<file path="src/rtl/alu_pkg.sv">
// Shared constants for the MIPS ALU issue controller: ALUC codes, opcode/funct
// encodings, trap codes and the issue FSM state type.
package alu_pkg;

    localparam logic [4:0] ALUC_ADD  = 5'b00000;
    localparam logic [4:0] ALUC_ADDU = 5'b00001;
    localparam logic [4:0] ALUC_SUB  = 5'b00010;
    localparam logic [4:0] ALUC_SUBU = 5'b00011;
    localparam logic [4:0] ALUC_AND  = 5'b00100;
    localparam logic [4:0] ALUC_OR   = 5'b00101;
    localparam logic [4:0] ALUC_XOR  = 5'b00110;
    localparam logic [4:0] ALUC_NOR  = 5'b00111;
    localparam logic [4:0] ALUC_SLT  = 5'b01000;
    localparam logic [4:0] ALUC_SLTU = 5'b01001;
    localparam logic [4:0] ALUC_SLL  = 5'b01010;
    localparam logic [4:0] ALUC_SRL  = 5'b01011;
    localparam logic [4:0] ALUC_SRA  = 5'b01100;
    localparam logic [4:0] ALUC_SLLV = 5'b01101;
    localparam logic [4:0] ALUC_SRLV = 5'b01110;
    localparam logic [4:0] ALUC_SRAV = 5'b01111;
    localparam logic [4:0] ALUC_LUI  = 5'b10000;

    localparam logic [5:0] OP_RTYPE = 6'h00;
    localparam logic [5:0] OP_ADDI  = 6'h08;
    localparam logic [5:0] OP_ADDIU = 6'h09;
    localparam logic [5:0] OP_SLTI  = 6'h0A;
    localparam logic [5:0] OP_SLTIU = 6'h0B;
    localparam logic [5:0] OP_ANDI  = 6'h0C;
    localparam logic [5:0] OP_ORI   = 6'h0D;
    localparam logic [5:0] OP_XORI  = 6'h0E;
    localparam logic [5:0] OP_LUI   = 6'h0F;

    localparam logic [5:0] FN_SLL  = 6'h00;
    localparam logic [5:0] FN_SRL  = 6'h02;
    localparam logic [5:0] FN_SRA  = 6'h03;
    localparam logic [5:0] FN_SLLV = 6'h04;
    localparam logic [5:0] FN_SRLV = 6'h06;
    localparam logic [5:0] FN_SRAV = 6'h07;
    localparam logic [5:0] FN_ADD  = 6'h20;
    localparam logic [5:0] FN_ADDU = 6'h21;
    localparam logic [5:0] FN_SUB  = 6'h22;
    localparam logic [5:0] FN_SUBU = 6'h23;
    localparam logic [5:0] FN_AND  = 6'h24;
    localparam logic [5:0] FN_OR   = 6'h25;
    localparam logic [5:0] FN_XOR  = 6'h26;
    localparam logic [5:0] FN_NOR  = 6'h27;
    localparam logic [5:0] FN_SLT  = 6'h2A;
    localparam logic [5:0] FN_SLTU = 6'h2B;

    localparam logic [1:0] TRAP_NONE = 2'b00;
    localparam logic [1:0] TRAP_ILL  = 2'b01;
    localparam logic [1:0] TRAP_OVF  = 2'b10;

    typedef enum logic [1:0] {
        S_IDLE = 2'd0,
        S_EXEC = 2'd1,
        S_RESP = 2'd2
    } state_e;

endpackage

</file>
<file path="src/rtl/alu_issue_decode.sv">
// Combinational decode of a MIPS instruction plus register operands into the
// ALU opcode, A/B operands, destination register and result-handling flags.
module alu_issue_decode
    import alu_pkg::*;
#(
    parameter int DW = 32
) (
    input  logic [31:0]   instr,
    input  logic [DW-1:0] rs_val,
    input  logic [DW-1:0] rt_val,
    output logic [4:0]    aluc,
    output logic [DW-1:0] alu_a,
    output logic [DW-1:0] alu_b,
    output logic [4:0]    rd,
    output logic          is_slt,
    output logic          chk_ovf,
    output logic          legal
);

    logic [5:0]    opcode;
    logic [5:0]    funct;
    logic [DW-1:0] shamt_z;
    logic [DW-1:0] imm_s;
    logic [DW-1:0] imm_z;
    logic          unused_rs_field;

    assign opcode  = instr[31:26];
    assign funct   = instr[5:0];
    assign shamt_z = {{(DW-5){1'b0}}, instr[10:6]};
    assign imm_s   = {{(DW-16){instr[15]}}, instr[15:0]};
    assign imm_z   = {{(DW-16){1'b0}}, instr[15:0]};
    // The rs field only selects a register upstream; its value arrives on rs_val.
    assign unused_rs_field = ^instr[25:21];

    always_comb begin
        aluc    = ALUC_ADD;
        alu_a   = rs_val;
        alu_b   = rt_val;
        rd      = instr[15:11];
        is_slt  = 1'b0;
        chk_ovf = 1'b0;
        legal   = 1'b1;
        if (opcode == OP_RTYPE) begin
            case (funct)
                FN_ADD:  begin aluc = ALUC_ADD; chk_ovf = 1'b1; end
                FN_ADDU: aluc = ALUC_ADDU;
                FN_SUB:  begin aluc = ALUC_SUB; chk_ovf = 1'b1; end
                FN_SUBU: aluc = ALUC_SUBU;
                FN_AND:  aluc = ALUC_AND;
                FN_OR:   aluc = ALUC_OR;
                FN_XOR:  aluc = ALUC_XOR;
                FN_NOR:  aluc = ALUC_NOR;
                FN_SLT:  begin aluc = ALUC_SLT;  is_slt = 1'b1; end
                FN_SLTU: begin aluc = ALUC_SLTU; is_slt = 1'b1; end
                FN_SLL:  begin aluc = ALUC_SLL; alu_a = shamt_z; end
                FN_SRL:  begin aluc = ALUC_SRL; alu_a = shamt_z; end
                FN_SRA:  begin aluc = ALUC_SRA; alu_a = shamt_z; end
                FN_SLLV: aluc = ALUC_SLLV;
                FN_SRLV: aluc = ALUC_SRLV;
                FN_SRAV: aluc = ALUC_SRAV;
                default: legal = 1'b0;
            endcase
        end else begin
            rd    = instr[20:16];
            alu_b = imm_s;
            case (opcode)
                OP_ADDI:  begin aluc = ALUC_ADD; chk_ovf = 1'b1; end
                OP_ADDIU: aluc = ALUC_ADDU;
                OP_SLTI:  begin aluc = ALUC_SLT;  is_slt = 1'b1; end
                OP_SLTIU: begin aluc = ALUC_SLTU; is_slt = 1'b1; end
                OP_ANDI:  begin aluc = ALUC_AND; alu_b = imm_z; end
                OP_ORI:   begin aluc = ALUC_OR;  alu_b = imm_z; end
                OP_XORI:  begin aluc = ALUC_XOR; alu_b = imm_z; end
                OP_LUI:   begin aluc = ALUC_LUI; alu_b = imm_z; end
                default:  legal = 1'b0;
            endcase
        end
    end

endmodule

</file>
<file path="src/rtl/alu_issue_ctrl.sv">
// Issue controller for the combinational MIPS ALU: IDLE -> EXEC -> RESP handshake
// FSM. Build option ALU_ISSUE_OVF_TRAP_EN turns signed ADD/SUB overflow into a trap.
module alu_issue_ctrl
    import alu_pkg::*;
#(
    parameter int DW = 32
) (
    input  logic          clk,
    input  logic          rst_n,
    input  logic          in_valid,
    output logic          in_ready,
    input  logic [31:0]   instr,
    input  logic [DW-1:0] rs_val,
    input  logic [DW-1:0] rt_val,
    output logic [DW-1:0] alu_a,
    output logic [DW-1:0] alu_b,
    output logic [4:0]    aluc,
    input  logic [DW-1:0] alu_res,
    input  logic          alu_sign,
    input  logic          alu_zero,
    input  logic          alu_carry,
    input  logic          alu_overflow,
    output logic          out_valid,
    input  logic          out_ready,
    output logic [DW-1:0] out_data,
    output logic [4:0]    out_rd,
    output logic          out_wr_en,
    output logic [1:0]    out_trap
);

    function automatic logic add_sub_ovf(input logic signed [DW-1:0] a,
                                         input logic signed [DW-1:0] b,
                                         input logic signed [DW-1:0] res,
                                         input logic                 is_sub);
        logic signed [DW-1:0] b_eff;
        b_eff = is_sub ? ~b : b;
        return (a[DW-1] == b_eff[DW-1]) && (res[DW-1] != a[DW-1]);
    endfunction

    state_e        state, state_nx;
    logic [4:0]    dec_aluc;
    logic [DW-1:0] dec_a, dec_b;
    logic [4:0]    dec_rd;
    logic          dec_is_slt, dec_chk_ovf, dec_legal;
    logic [4:0]    rd_p1;
    logic          is_slt_p1, chk_ovf_p1;
    logic          accept;
    logic          ovf_hit, ovf_trap;
    logic          unused_alu_flags;

    // The ALU's own overflow flag is not architectural signed overflow.
    assign unused_alu_flags = alu_zero ^ alu_carry ^ alu_overflow;

    alu_issue_decode #(.DW(DW)) u_decode (
        .instr   (instr),
        .rs_val  (rs_val),
        .rt_val  (rt_val),
        .aluc    (dec_aluc),
        .alu_a   (dec_a),
        .alu_b   (dec_b),
        .rd      (dec_rd),
        .is_slt  (dec_is_slt),
        .chk_ovf (dec_chk_ovf),
        .legal   (dec_legal)
    );

    assign accept  = in_ready && in_valid;
    assign ovf_hit = chk_ovf_p1 &&
                     add_sub_ovf($signed(alu_a), $signed(alu_b), $signed(alu_res),
                                 aluc == ALUC_SUB);

`ifdef ALU_ISSUE_OVF_TRAP_EN
    assign ovf_trap = ovf_hit;
`else
    logic unused_ovf;
    assign unused_ovf = ovf_hit;
    assign ovf_trap   = 1'b0;
`endif

    always_ff @(posedge clk or negedge rst_n) begin
        if (!rst_n) begin
            state <= S_IDLE;
        end else begin
            state <= state_nx;
        end
    end

    always_comb begin
        state_nx  = state;
        in_ready  = 1'b0;
        out_valid = 1'b0;
        case (state)
            S_IDLE: begin
                in_ready = 1'b1;
                if (in_valid) state_nx = dec_legal ? S_EXEC : S_RESP;
            end
            S_EXEC: state_nx = S_RESP;
            S_RESP: begin
                out_valid = 1'b1;
                if (out_ready) state_nx = S_IDLE;
            end
            default: state_nx = S_IDLE;
        endcase
    end

    // p0 -> p1: capture decode at accept; illegal ops skip the ALU and respond directly
    always_ff @(posedge clk or negedge rst_n) begin
        if (!rst_n) begin
            alu_a      <= '0;
            alu_b      <= '0;
            aluc       <= '0;
            rd_p1      <= '0;
            is_slt_p1  <= 1'b0;
            chk_ovf_p1 <= 1'b0;
            out_data   <= '0;
            out_rd     <= '0;
            out_wr_en  <= 1'b0;
            out_trap   <= TRAP_NONE;
        end else begin
            if (accept) begin
                rd_p1      <= dec_rd;
                is_slt_p1  <= dec_is_slt;
                chk_ovf_p1 <= dec_chk_ovf;
                if (dec_legal) begin
                    alu_a <= dec_a;
                    alu_b <= dec_b;
                    aluc  <= dec_aluc;
                end else begin
                    out_data  <= '0;
                    out_rd    <= '0;
                    out_wr_en <= 1'b0;
                    out_trap  <= TRAP_ILL;
                end
            end
            // p1 -> p2: sample the ALU at the end of EXEC into the response packet
            if (state == S_EXEC) begin
                out_data  <= is_slt_p1 ? {{(DW-1){1'b0}}, alu_sign} : alu_res;
                out_rd    <= rd_p1;
                out_wr_en <= (rd_p1 != 5'd0) && !ovf_trap;
                out_trap  <= ovf_trap ? TRAP_OVF : TRAP_NONE;
            end
        end
    end

endmodule

</file>
<file path="config.mk">
export PLATFORM = sky130hd
export DESIGN_NAME = alu_issue_ctrl
export DESIGN_NICKNAME = d
export VERILOG_FILES = /design/src/rtl/alu_pkg.sv /design/src/rtl/alu_issue_decode.sv /design/src/rtl/alu_issue_ctrl.sv
export SDC_FILE = /design/constraint.sdc
export NUM_CORES = 1
export LEC_CHECK = 0
export CAP_MARGIN = 15
export CORE_MARGIN = 1
export CORE_UTILIZATION = 35
export DETAILED_ROUTE_END_ITERATION = 10
export PLACE_DENSITY = 0.71
export SLEW_MARGIN = 5
export SYNTH_ARGS = -nofsm -noshare
export SYNTH_HDL_FRONTEND = slang
export SYNTH_HIERARCHICAL = 1
export SYNTH_SLANG_ARGS = --single-unit
</file>
<file path="constraint.sdc">
create_clock -name clk -period 1.7 [get_ports clk]
set_input_delay 0.34 -clock clk [delete_from_list [all_inputs] [get_ports clk]]
set_output_delay 0.34 -clock clk [all_outputs]
set_load 0.005 [all_outputs]
</file>
# [Word level (Yosys, flattened, before mapping)]
# Cells that the tools add are included.
[word_totals] inputBits=136 wordCells=86 regBits=117
[classes] reduce_logical=15 n_eq_ne=28 muxes=33
[op_table] cell="32-bit two-way mux" n=8
[op_table] cell="6-bit == test, second input constant" n=10
[op_table] cell="4-bit one-hot mux with 15 select lines" n=1
[op_table] cell="6-bit by 4-bit == test with 1-bit output, second input constant" n=8
[op_table] cell="5-bit one-hot mux with 7 select lines" n=1
[op_table] cell="5-bit two-way mux" n=5
[op_table] cell="6-bit by 3-bit == test with 1-bit output, second input constant" n=3
[op_table] cell="16-bit OR reduction" n=1
[op_table] cell="6-bit by 2-bit == test with 1-bit output, second input constant" n=2
[op_table] cell="6-bit logical NOT" n=2
[op_table] cell="2-bit two-way mux" n=6
[op_table] cell="1-bit two-way mux" n=11
[op_table] cell="8-bit OR reduction" n=1
[op_table] cell="2-bit one-hot mux with 3 select lines" n=1
[op_table] cell="2-bit AND reduction" n=3
[op_table] cell="5-bit nonzero test" n=1
[op_table] cell="2-bit inequality test, second input constant" n=2
[op_table] cell="2-bit OR reduction" n=2
[op_table] cell="4-bit OR reduction" n=1
[op_table] cell="3-bit OR reduction" n=1
[op_table] cell="2-bit by 1-bit == test with 1-bit output, second input constant" n=1
[op_table] cell="2-bit == test, second input constant" n=1
[op_table] cell="2-bit logical NOT" n=1
[op_table] cell="2-bit by 1-bit inequality test with 1-bit output, second input constant" n=1
[op_table] cell="2 further kinds" n=2

# [Longest topological paths before layout]
# Gate-level depths: netlist of the first run.
[depth] depth_word=7 ltp_mapped=9

# [Cells and area by module]
# Netlist of the first run, hierarchy kept.
[modules_own_cells] module="alu_issue_ctrl" cells_each=263 area_each_um2=4650.7 n_inst=1 seq_area_each_um2=2902.8
[modules_own_cells] module="alu_issue_decode" cells_each=133 area_each_um2=1001.0 n_inst=1 seq_area_each_um2=0.0

# [Worst setup path before layout of the first run]
# Ideal clock, no wire load.
[synth_path] kind="input-to-reg" startpoint="input instr[31]" endpoint="register state[1]" required_time_ps=1569 cell_stages=9 path_slack_ps=-523 setup_ps=131 t_arrival_ps=2093 cell_sequence="or2_2 clkbuf_1 nor4_1 a32o_1 nor2b_1 o21bai_1 clkbuf_1 buf_2 o21ai_0"
[synth_via] elab_chain_cells=7 elab_cells_between_ends=15 classes_between="eq/ne (8); mux (5); reduce/logical (2)"
[synth_rtl] item="start, declared" line="alu_issue_ctrl.sv:12" source="input logic [31:0] instr,"
[synth_rtl] item="6-bit by 4-bit == test with 1-bit output" line="alu_issue_decode.sv:66" source="case (opcode)"
[synth_rtl] item="8-bit OR reduction (no line)"
[synth_rtl] item="1-bit two-way mux" line="alu_issue_decode.sv:66"
[synth_rtl] item="1-bit two-way mux (*)" line="alu_issue_decode.sv:43" source="if (opcode == OP_RTYPE) begin"
[synth_rtl] item="net dec_legal" line="alu_issue_ctrl.sv:44" source="logic dec_is_slt, dec_chk_ovf, dec_legal;"
[synth_rtl] item="2-bit two-way mux (*) (2 in series)" line="alu_issue_ctrl.sv:95" source="if (in_valid) state_nx = dec_legal ? S_EXEC : S_RESP;"
[synth_rtl] item="2-bit one-hot mux with 3 select lines (*)" line="alu_issue_ctrl.sv:92" source="case (state)"
[synth_rtl] item="end signal, assigned" line="alu_issue_ctrl.sv:84" source="state <= state_nx;"
[synth_rtl] item="end, declared" line="alu_issue_ctrl.sv:40" source="state_e state, state_nx;"
# The timed path passes the listed nets; every way through them passes the cells marked *. The select of a mux whose other input is x is not followed.
# A chain may end at the register's enable or synchronous reset.

# [Final worst setup path of the first run]
[layout_path] startpoint="input instr[29]" endpoint="register alu_a[11]"
[layout_via] elab_cells_between_ends=14 classes_between="eq/ne (8); mux (3); reduce/logical (3)"
[layout_lines] item="6-bit logical NOT" line="alu_issue_decode.sv:43"
[layout_lines] item="32-bit two-way mux" line="alu_issue_decode.sv:43"
[layout_lines] item="net dec_a[11]" line="alu_issue_ctrl.sv:42" source="logic [DW-1:0] dec_a, dec_b;"
[layout_lines] item="end signal, assigned" line="alu_issue_ctrl.sv:109" source="alu_a <= '0;"
[layout_lines] item="end signal, assigned" line="alu_issue_ctrl.sv:125" source="alu_a <= dec_a;"
[layout_lines] item="end, declared" line="alu_issue_ctrl.sv:15" source="output logic [DW-1:0] alu_a,"
# The timed path passes the listed nets, and every way through them passes these cells.

==> results of run 1 <==
## repair_timing
| item | in CTS | in global routing |
|---|---|---|
| resized for setup | 101 | 33 |
| hold buffers | 1 | 0 |
| endpoints found under the setup margin | 118 | 114 |
| hold endpoints to repair | 18 | 0 |
| pin swaps | 12 | 5 |
| setup buffers | 34 | 6 |
| cloned | 16 | 3 |
## area by class of cell
| class | count | area share, % |
|---|---|---|
| clock buffer | 19 | 4.33 |
| clock inverter | 13 | 1.83 |
| inverter | 3 | 0.113 |
| multi-input combinational | 245 | 26.2 |
| sequential | 116 | 29.1 |
| tap | 216 | 2.70 |
| timing repair buffer | 324 | 35.8 |
## flip-flops by register name, indices dropped and copies added, names as in the netlist
name and cells:
out_trap 1, out_wr_en 1, out_data 32, alu_a 32
rd_p1 5, is_slt_p1 1, aluc 5, alu_b 32
state 2, out_rd 5
## worst max-delay path, delay by kind of cell
family	cells	cell delay (ns)
AND/OR/NAND/NOR	4	0.97
buffers and inverters	3	0.57
multiplexers	1	0.25
## per-stage QoR
step | TNS, ns | setup slack, ns | power, mW | instance area [um2]
after CTS | -5.31 | -0.152 | 10.9 | 9950
after floorplan | -16.05 | -0.295 | 4.98 | 5700
after global placement | -73.41 | -0.806 | 6.82 | 8410
after global routing | -8.24 | -0.204 | 11.4 | 10000
final | -5.77 | -0.157 | 10.9 | 10000
after detailed placement | -75.89 | -0.836 | 6.89 | 8410
## placed cells by master, fill, tap and decap left out, types with 3 or more instances in the layout
master and instances:
sky130_fd_sc_hd__a21o_1 16, sky130_fd_sc_hd__a21oi_1 6, sky130_fd_sc_hd__a22o_1 36, sky130_fd_sc_hd__and2_1 25, sky130_fd_sc_hd__and2_4 4, sky130_fd_sc_hd__buf_12 16, sky130_fd_sc_hd__buf_16 8, sky130_fd_sc_hd__buf_2 5
sky130_fd_sc_hd__buf_4 42, sky130_fd_sc_hd__buf_6 16, sky130_fd_sc_hd__bufbuf_16 4, sky130_fd_sc_hd__bufinv_16 4, sky130_fd_sc_hd__clkbuf_16 20, sky130_fd_sc_hd__clkdlybuf4s50_1 215, sky130_fd_sc_hd__clkinv_2 3, sky130_fd_sc_hd__clkinvlp_4 4
sky130_fd_sc_hd__dfrtp_1 114, sky130_fd_sc_hd__dlygate4sd2_1 4, sky130_fd_sc_hd__dlymetal6s2s_1 5, sky130_fd_sc_hd__mux2_2 7, sky130_fd_sc_hd__mux2_4 94, sky130_fd_sc_hd__nand2_1 6, sky130_fd_sc_hd__nor2_1 4, sky130_fd_sc_hd__nor2_4 3
sky130_fd_sc_hd__nor3_1 3, sky130_fd_sc_hd__o21ai_0 4, sky130_fd_sc_hd__o21ai_1 3
## per-layer routing
layer	up-vias	wire, um
met5	-	0
met3	23	962
met4	0	267
met2	170	9620
met1	2271	7490
li1	2052	-
## where the power goes
group          switching [mW]  leakage (nW)  total, mW  internal (mW)
sequential              0.419          1.48       3.83           3.41
combinational           0.917          2.81       3.30           2.38
clock                    1.28         0.289       3.73           2.45
total                    2.62          4.58       10.9           8.24
## path summary, 6_finish.rpt
kind	startpoint	to	slack, ns
max in group asynchronous	rst_n	alu_a[22]$_DFFE_PN0P_	0.70
hold / removal	rst_n	out_data[27]$_DFFE_PN0P_	0.36
setup reg to reg	state[0]$_DFFE_PN0P_	alu_a[14]$_DFFE_PN0P_	-0.06
min in group clk	instr[28]	aluc[2]$_DFFE_PN0P_	0.48
hold reg to reg	out_data[14]$_DFFE_PN0P_	out_data[14]$_DFFE_PN0P_	0.50
setup / recovery	instr[29]	alu_a[11]$_DFFE_PN0P_	-0.16
==> impl_results.html, run 1 <==
<table>
<tr><th>Metric</th><th>Value</th></tr>
<tr><th colspan="2">Placement</th></tr>
<tr><td>GP Congestion</td><td>0.794</td></tr>
<tr><td>Total of buffers placed on input and output ports</td><td>237</td></tr>
<tr><td># placed instances</td><td>853</td></tr>
<tr><td>DPL Wire Length</td><td>11500 um</td></tr>
<tr><th colspan="2">Global routing</th></tr>
<tr><td>Antenna violations before repair</td><td>0</td></tr>
<tr><td>Maximum number of pins on one net before global-route repair</td><td>64</td></tr>
<tr><td>Wire length of the first global-routing pass</td><td>27700 um</td></tr>
<tr><td>Most used routing layer</td><td>met2</td></tr>
<tr><td>GR Util met1</td><td>27.2%</td></tr>
<tr><td>Number of global-route vias before repair</td><td>4920</td></tr>
<tr><td>Met3 usage in global routing</td><td>6.03%</td></tr>
<tr><td>Aggregate global routing overflow</td><td>0</td></tr>
<tr><td>Total routing usage reported by global routing</td><td>22.3%</td></tr>
<tr><td>Met2 GRT Util</td><td>38.5%</td></tr>
<tr><th colspan="2">Final layout</th></tr>
<tr><td>Diodes inserted</td><td>0</td></tr>
<tr><td>Multi-input logic area</td><td>2620 um2</td></tr>
<tr><td>Fill cell instance count of the final layout</td><td>1207</td></tr>
<tr><td>Non-filler instance count after layout</td><td>936</td></tr>
<tr><td>Combined flip-flop and latch cell area</td><td>2910 um2</td></tr>
<tr><td>Fraction of layout cells with a size suffix above 1</td><td>35.1%</td></tr>
<tr><td># nets final</td><td>843</td></tr>
<tr><td>Area growth syn-to-layout</td><td>77.3%</td></tr>
<tr><td>Util after Layout</td><td>63.2%</td></tr>
<tr><th colspan="2">Power</th></tr>
<tr><td>IR Drop Worst-Case VDD</td><td>773 uV</td></tr>
<tr><td>Static leakage</td><td>4.58 nW</td></tr>
<tr><td>Power density cells</td><td>1090 nW/um2</td></tr>
<tr><th colspan="2">Critical path</th></tr>
<tr><td>Worst Path Required</td><td>1.99 ns</td></tr>
<tr><td>Sequence of cells on the critical path</td><td>buf_6 &gt; or4_4 &gt; buf_12 &gt; nor2_8 &gt; nand4_4 &gt; bufbuf_16 &gt; and2_1 &gt; mux2_4</td></tr>
<tr><td>Crit path largest cell delay</td><td>0.59 ns</td></tr>
<tr><td>Nature of the critical path endpoint</td><td>register</td></tr>
<tr><td>Slowest cell on the critical path</td><td>sky130_fd_sc_hd__or4_4</td></tr>
<tr><td>Largest driver fanout on the critical path</td><td>15</td></tr>
<tr><td>Signal arrival time at the worst endpoint</td><td>2.14 ns</td></tr>
<tr><td>CP Class</td><td>input port to register</td></tr>
<tr><td>Logic depth of the worst register-to-register path</td><td>6</td></tr>
<tr><td>Crit path launch type</td><td>input port</td></tr>
<tr><th colspan="2">Routing</th></tr>
<tr><td>Wirelength, routed</td><td>18300 um</td></tr>
<tr><td>Starting DRC count in detailed routing</td><td>239</td></tr>
<tr><td>Post-detailed-route via-to-cell ratio</td><td>4.82</td></tr>
<tr><td>WL/cell</td><td>19.6 um</td></tr>
<tr><td>Remaining number of nets flagged by the antenna check after routing</td><td>0</td></tr>
<tr><td>Routed via count</td><td>4516</td></tr>
<tr><td>1st-pass router iterations</td><td>5</td></tr>
<tr><td>DRC</td><td>0</td></tr>
<tr><th colspan="2">STA</th></tr>
<tr><td>Setup slack of the critical path after layout</td><td>-0.157 ns</td></tr>
<tr><td>Final clock period utilization by the worst path</td><td>109%</td></tr>
<tr><td>Total count of hold-check failures in the final report</td><td>0</td></tr>
<tr><td>Max transition margin</td><td>50.9%</td></tr>
<tr><td>Final number of setup-violating endpoints</td><td>66</td></tr>
<tr><td>Transition time at the pin with the least slew margin</td><td>0.735 ns</td></tr>
<tr><td>Top achievable clock speed</td><td>539 MHz</td></tr>
<tr><td>Setup repair after global routing missed its margin</td><td>yes</td></tr>
<tr><td>Final Slew Violations</td><td>0</td></tr>
<tr><td>Clock tree skew after final layout</td><td>0.00668 ns</td></tr>
<tr><td>Tmin final</td><td>1.86 ns</td></tr>
<tr><td>Hold Slack</td><td>0.360 ns</td></tr>
<tr><th colspan="2">Job</th></tr>
<tr><td>Max-capacitance violation count</td><td>0</td></tr>
<tr><th colspan="2">Floorplan</th></tr>
<tr><td>I/O pin total</td><td>247</td></tr>
<tr><td>Die Span Y</td><td>129 um</td></tr>
<tr><td>Width of the chip</td><td>129 um</td></tr>
<tr><td>Core ar.</td><td>15800 um2</td></tr>
<tr><td>Area enclosed by the die boundary</td><td>16600 um2</td></tr>
<tr><td>Effective utilization at floorplan</td><td>35.6%</td></tr>
<tr><td>Rows</td><td>46</td></tr>
<tr><th colspan="2">Clock tree</th></tr>
<tr><td>CTS tree</td><td>done</td></tr>
<tr><td>Clk_lat worst skew</td><td>0.41 ns</td></tr>
<tr><td>Root cell of the clock tree</td><td>sky130_fd_sc_hd__clkbuf_16</td></tr>
<tr><td>Number of sinks on the clock net</td><td>116</td></tr>
<tr><td>Maximum level of the CTS H-tree</td><td>4</td></tr>
<tr><td>Cts bufs inserted</td><td>17</td></tr>
<tr><td>Bufs on Longest Clock Path</td><td>2</td></tr>
<tr><td>CTS clk-pin slew, worst paths</td><td>0.05 ns</td></tr>
<tr><th colspan="2">Yosys</th></tr>
<tr><td>Avg Inst Size Synth</td><td>14.3 um2</td></tr>
<tr><td>Number of synthesis warnings</td><td>6</td></tr>
<tr><td>Syn nets</td><td>530</td></tr>
<tr><td>Area of the mapped netlist</td><td>5640 um2</td></tr>
<tr><td>Post-synthesis instance total</td><td>394</td></tr>
<tr><th colspan="2">Status</th></tr>
<tr><td>Outcome</td><td>finished with violations</td></tr>
<tr><td>Violations in the final reports</td><td>setup timing</td></tr>
<tr><th colspan="2">Worst hold path</th></tr>
<tr><td>Class of the tightest hold or removal check</td><td>input port to asynchronous set/reset pin</td></tr>
</table>
Power figures use the tool's default switching activity.
==> run 2, diff against run 1 <==
Settings changed: CORE_UTILIZATION 35 to 30, PLACE_DENSITY 0.71 to unset.
Clock period 1.7 ns to 1.9 ns, I/O delays scaled along.
==> run 2 against run 1 <==
  * The run ends with DRC left
  * Via count decreased by 5.6%
  * Register-to-register slack improved by 0.23 ns
  * Global-route usage down 5.1 points
  * Count of clock-buffer cells in the layout is 3 higher
  * Hold slack better by 0.13 ns
  * Clock skew grew 0.0085 ns
==> impl_results.html, run 2 (same netlist as run 1, synthesis figures left out) <==
<table>
<tr><th>Metric</th><th>Value</th></tr>
<tr><th colspan="2">STA</th></tr>
<tr><td>Final Slew Violations</td><td>0 (unchanged)</td></tr>
<tr><td>Max transition margin</td><td>64.5% (+14 points)</td></tr>
<tr><td>Tmin final</td><td>1.89 ns</td></tr>
<tr><td>Final number of setup-violating endpoints</td><td>0 (-100%)</td></tr>
<tr><td>Total count of hold-check failures in the final report</td><td>0 (unchanged)</td></tr>
<tr><td>Top achievable clock speed</td><td>530 MHz</td></tr>
<tr><td>Clock tree skew after final layout</td><td>0.0152 ns (+0.00851 ns)</td></tr>
<tr><td>Final clock period utilization by the worst path</td><td>99.3%</td></tr>
<tr><td>TNS Setup</td><td>0 ns (+5.77 ns)</td></tr>
<tr><td>Transition time at the pin with the least slew margin</td><td>0.533 ns (-0.202 ns)</td></tr>
<tr><td>Setup slack of the critical path after layout</td><td>0.0129 ns (+0.170 ns)</td></tr>
<tr><th colspan="2">Routing</th></tr>
<tr><td>1st-pass router iterations</td><td>9 (+4)</td></tr>
<tr><td>Wirelength, routed</td><td>16600 um (-9.7%)</td></tr>
<tr><td>Remaining number of nets flagged by the antenna check after routing</td><td>0 (unchanged)</td></tr>
<tr><td>Routed via count</td><td>4264 (-5.6%)</td></tr>
<tr><td>Starting DRC count in detailed routing</td><td>174 (-27%)</td></tr>
<tr><td>WL/cell</td><td>18.0 um (-8.0%)</td></tr>
<tr><td>DRC</td><td>12 (+12)</td></tr>
<tr><td>Post-detailed-route via-to-cell ratio</td><td>4.64 (-3.8%)</td></tr>
<tr><th colspan="2">Final layout</th></tr>
<tr><td>Top flop regs</td><td>alu_a (32), alu_b (32), out_data (32)</td></tr>
<tr><td>Combined flip-flop and latch cell area</td><td>2910 um2 (unchanged)</td></tr>
<tr><td>Fill cell instance count of the final layout</td><td>1538 (+27%)</td></tr>
<tr><td>Fraction of layout cells with a size suffix above 1</td><td>30.1% (-5.0 points)</td></tr>
<tr><td>Area growth syn-to-layout</td><td>69.1%</td></tr>
<tr><td>Summed area of non-filler cells in the final layout</td><td>9540 um2 (-4.6%)</td></tr>
<tr><td>Util after Layout</td><td>52.4% (-11 points)</td></tr>
<tr><td>Multi-input logic area</td><td>2580 um2 (-1.6%)</td></tr>
<tr><td>Diodes inserted</td><td>0 (unchanged)</td></tr>
<tr><td>Most frequent cells in the layout</td><td>226 x sky130_fd_sc_hd__clkdlybuf4s50_1, 114 x sky130_fd_sc_hd__dfrtp_1, 92 x sky130_fd_sc_hd__mux2_4</td></tr>
<tr><td>Leading cell type in the layout, fill and taps excluded</td><td>sky130_fd_sc_hd__clkdlybuf4s50_1</td></tr>
<tr><td># nets final</td><td>814 (-3.4%)</td></tr>
<tr><th colspan="2">Critical path</th></tr>
<tr><td>CP Class</td><td>input port to register</td></tr>
<tr><td>Crit path launch type</td><td>input port</td></tr>
<tr><td>Start point of the critical path</td><td>instr[27]</td></tr>
<tr><td>Signal arrival time at the worst endpoint</td><td>2.18 ns (+0.04 ns)</td></tr>
<tr><td>Nature of the critical path endpoint</td><td>register</td></tr>
<tr><td>Largest driver fanout on the critical path</td><td>6 (-9)</td></tr>
<tr><td>Worst Path Required</td><td>2.19 ns (+0.20 ns)</td></tr>
<tr><td>Start of the worst register-to-register path</td><td>state[0]$_DFFE_PN0P_</td></tr>
<tr><th colspan="2">Floorplan</th></tr>
<tr><td>I/O pin total</td><td>247 (unchanged)</td></tr>
<tr><td>Width of the chip</td><td>139 um (+7.9%)</td></tr>
<tr><td>Core ar.</td><td>18200 um2 (+15%)</td></tr>
<tr><td>Rows</td><td>49 (+6.5%)</td></tr>
<tr><td>Area enclosed by the die boundary</td><td>19300 um2 (+16%)</td></tr>
<tr><td>Effective utilization at floorplan</td><td>31.0% (-4.7 points)</td></tr>
<tr><td>Die Span Y</td><td>139 um (+7.9%)</td></tr>
<tr><th colspan="2">Placement</th></tr>
<tr><td>GP Congestion</td><td>0.783 (-1.3%)</td></tr>
<tr><td>DPL Wire Length</td><td>11800 um (+2.9%)</td></tr>
<tr><td>Worst setup slack before clock tree synthesis</td><td>-0.648 ns (+0.188 ns)</td></tr>
<tr><td>Total of buffers placed on input and output ports</td><td>237 (unchanged)</td></tr>
<tr><td>Placement Cell Area</td><td>8450 um2 (+0.49%)</td></tr>
<tr><th colspan="2">Global routing</th></tr>
<tr><td>Total routing usage reported by global routing</td><td>17.3% (-5.1 points)</td></tr>
<tr><td>Aggregate global routing overflow</td><td>0 (unchanged)</td></tr>
<tr><td>Antenna violations before repair</td><td>0 (unchanged)</td></tr>
<tr><td>Wire length of the first global-routing pass</td><td>25700 um (-7.4%)</td></tr>
<tr><td>Maximum number of pins on one net before global-route repair</td><td>40 (-38%)</td></tr>
<tr><td>Number of global-route vias before repair</td><td>4592 (-6.7%)</td></tr>
<tr><th colspan="2">Job</th></tr>
<tr><td>Max-capacitance violation count</td><td>0 (unchanged)</td></tr>
<tr><th colspan="2">Power</th></tr>
<tr><td>Part of the power in the clock network</td><td>35.0% (+0.7 points)</td></tr>
<tr><td>Sequential cell fraction of total power</td><td>36.0% (+0.7 points)</td></tr>
<tr><td>Internal power</td><td>7.30 mW (-11%)</td></tr>
<tr><td>Net switching power</td><td>2.20 mW (-16%)</td></tr>
<tr><td>Logic gate share of total power</td><td>29.0% (-1.4 points)</td></tr>
<tr><td>Power after layout</td><td>9.50 mW (-13%)</td></tr>
<tr><td>Power density cells</td><td>996 nW/um2 (-8.3%)</td></tr>
<tr><td>Proportion of total power due to net switching</td><td>23.1% (-0.99 points)</td></tr>
<tr><td>Static leakage</td><td>4.28 nW (-6.6%)</td></tr>
<tr><td>IR Drop Worst-Case VDD</td><td>600 uV (-22%)</td></tr>
<tr><th colspan="2">Worst hold path</th></tr>
<tr><td>Launch point of the worst hold path</td><td>out_trap[0]$_DFFE_PN0P_</td></tr>
<tr><td>Class of the tightest hold or removal check</td><td>register to register</td></tr>
<tr><th colspan="2">Clock tree</th></tr>
<tr><td>Maximum level of the CTS H-tree</td><td>4 (unchanged)</td></tr>
<tr><td>Number of sinks on the clock net</td><td>116 (unchanged)</td></tr>
<tr><td>Clk_lat worst skew</td><td>0.41 ns (about the same)</td></tr>
<tr><td>CTS clk-pin slew, worst paths</td><td>0.05 ns (about the same)</td></tr>
<tr><td>Cts bufs inserted</td><td>17 (unchanged)</td></tr>
<tr><td>Bufs on Longest Clock Path</td><td>2 (unchanged)</td></tr>
<tr><td>CTS tree</td><td>done</td></tr>
<tr><td>Root cell of the clock tree</td><td>sky130_fd_sc_hd__clkbuf_16</td></tr>
<tr><th colspan="2">Status</th></tr>
<tr><td>Outcome</td><td>finished with violations</td></tr>
<tr><td>Violations in the final reports</td><td>DRC</td></tr>
</table>
==> run 2: cell types whose count changed in the layout (fill, tap and decap cells not counted), sizes merged <==
| cell | previous run | this run |
|---|---|---|
| clkinvlp | 4 | 0 |
| clkbuf | 24 | 27 |
| bufbuf | 4 | 1 |
| dlygate4sd2 | 4 | 3 |
| clkdlybuf4s15 | 1 | 4 |
| clkdlybuf4s50 | 215 | 226 |
| dlymetal6s2s | 5 | 1 |
| clkinv | 4 | 5 |
| inv | 4 | 3 |
| buf | 89 | 54 |
==> run 2: power groups by stage <==
| stage | clock [mW] | sequential, mW | combinational [mW] |
|---|---|---|---|
| 4_1_cts | 3.41 | 3.43 | 2.75 |
| 3_5_place_dp | 0 | 3.44 | 2.73 |
| 5_1_grt | 3.55 | 3.49 | 2.93 |
| 6_report | 3.33 | 3.42 | 2.75 |
| 2_1_floorplan | 0 | 3.43 | 1.01 |
| 3_3_place_gp | 0 | 3.44 | 2.69 |
==> run 2: layer usage <==
metal | up-vias | GRT usage [%] | share of wire, %
li1 | 1984 | - | -
met1 | 2131 | 20.3 | 42
met2 | 136 | 29.7 | 51
met3 | 13 | 5.97 | 5.9
met4 | 0 | 5.09 | 1.3
met5 | - | 0 | 0
==> run 2: repair_timing <==
action	in CTS	in global routing
setup buffers	8	5
endpoints found under the setup margin	112	104
pin swaps	7	6
endpoints found under the hold margin	31	0
gates resized for setup	31	29
hold buffers	1	0
cloned	4	4
==> run 2: cell type report <==
type	instances	area share, %
timing repair buffer	295	32.9
sequential	116	30.5
multi-input combinational	245	27.0
clock buffer	22	4.87
tap	229	3.00
clock inverter	9	1.60
inverter	3	0.118
==> run 2: stage by stage <==
stage / cells / hold WS, ns
6_report: 919 / 0.487
5_1_grt: 919 / 0.503
4_1_cts: 911 / 0.492
3_5_place_dp: 868 / 0.398
3_3_place_gp: 868 / 0.387
2_1_floorplan: 394 / 0.0844
==> run 2: path summary, 6_finish.rpt <==
path / endpoint / slack (ns) / cells after the start
min in group asynchronous: state[1]$_DFFE_PN0P_ / 0.51 / 2
min reg2reg: out_trap[0]$_DFFE_PN0P_ / 0.49 / 2
max reg2reg: alu_b[23]$_DFFE_PN0P_ / 0.17 / 6
max: rd_p1[4]$_DFFE_PN0P_ / 0.01 / 7
max in group asynchronous: alu_b[29]$_DFFE_PN0P_ / 0.76 / 3
min: out_trap[0]$_DFFE_PN0P_ / 0.49 / 2
==> run 2: critical path, stage by stage <==
cell and delay [ns]:
sky130_fd_sc_hd__clkdlybuf4s15_1 0.18, sky130_fd_sc_hd__or4_4 0.56, sky130_fd_sc_hd__nor2_4 0.22, sky130_fd_sc_hd__buf_12 0.14, sky130_fd_sc_hd__buf_12 0.12, sky130_fd_sc_hd__mux2_4 0.30, sky130_fd_sc_hd__mux2_2 0.27
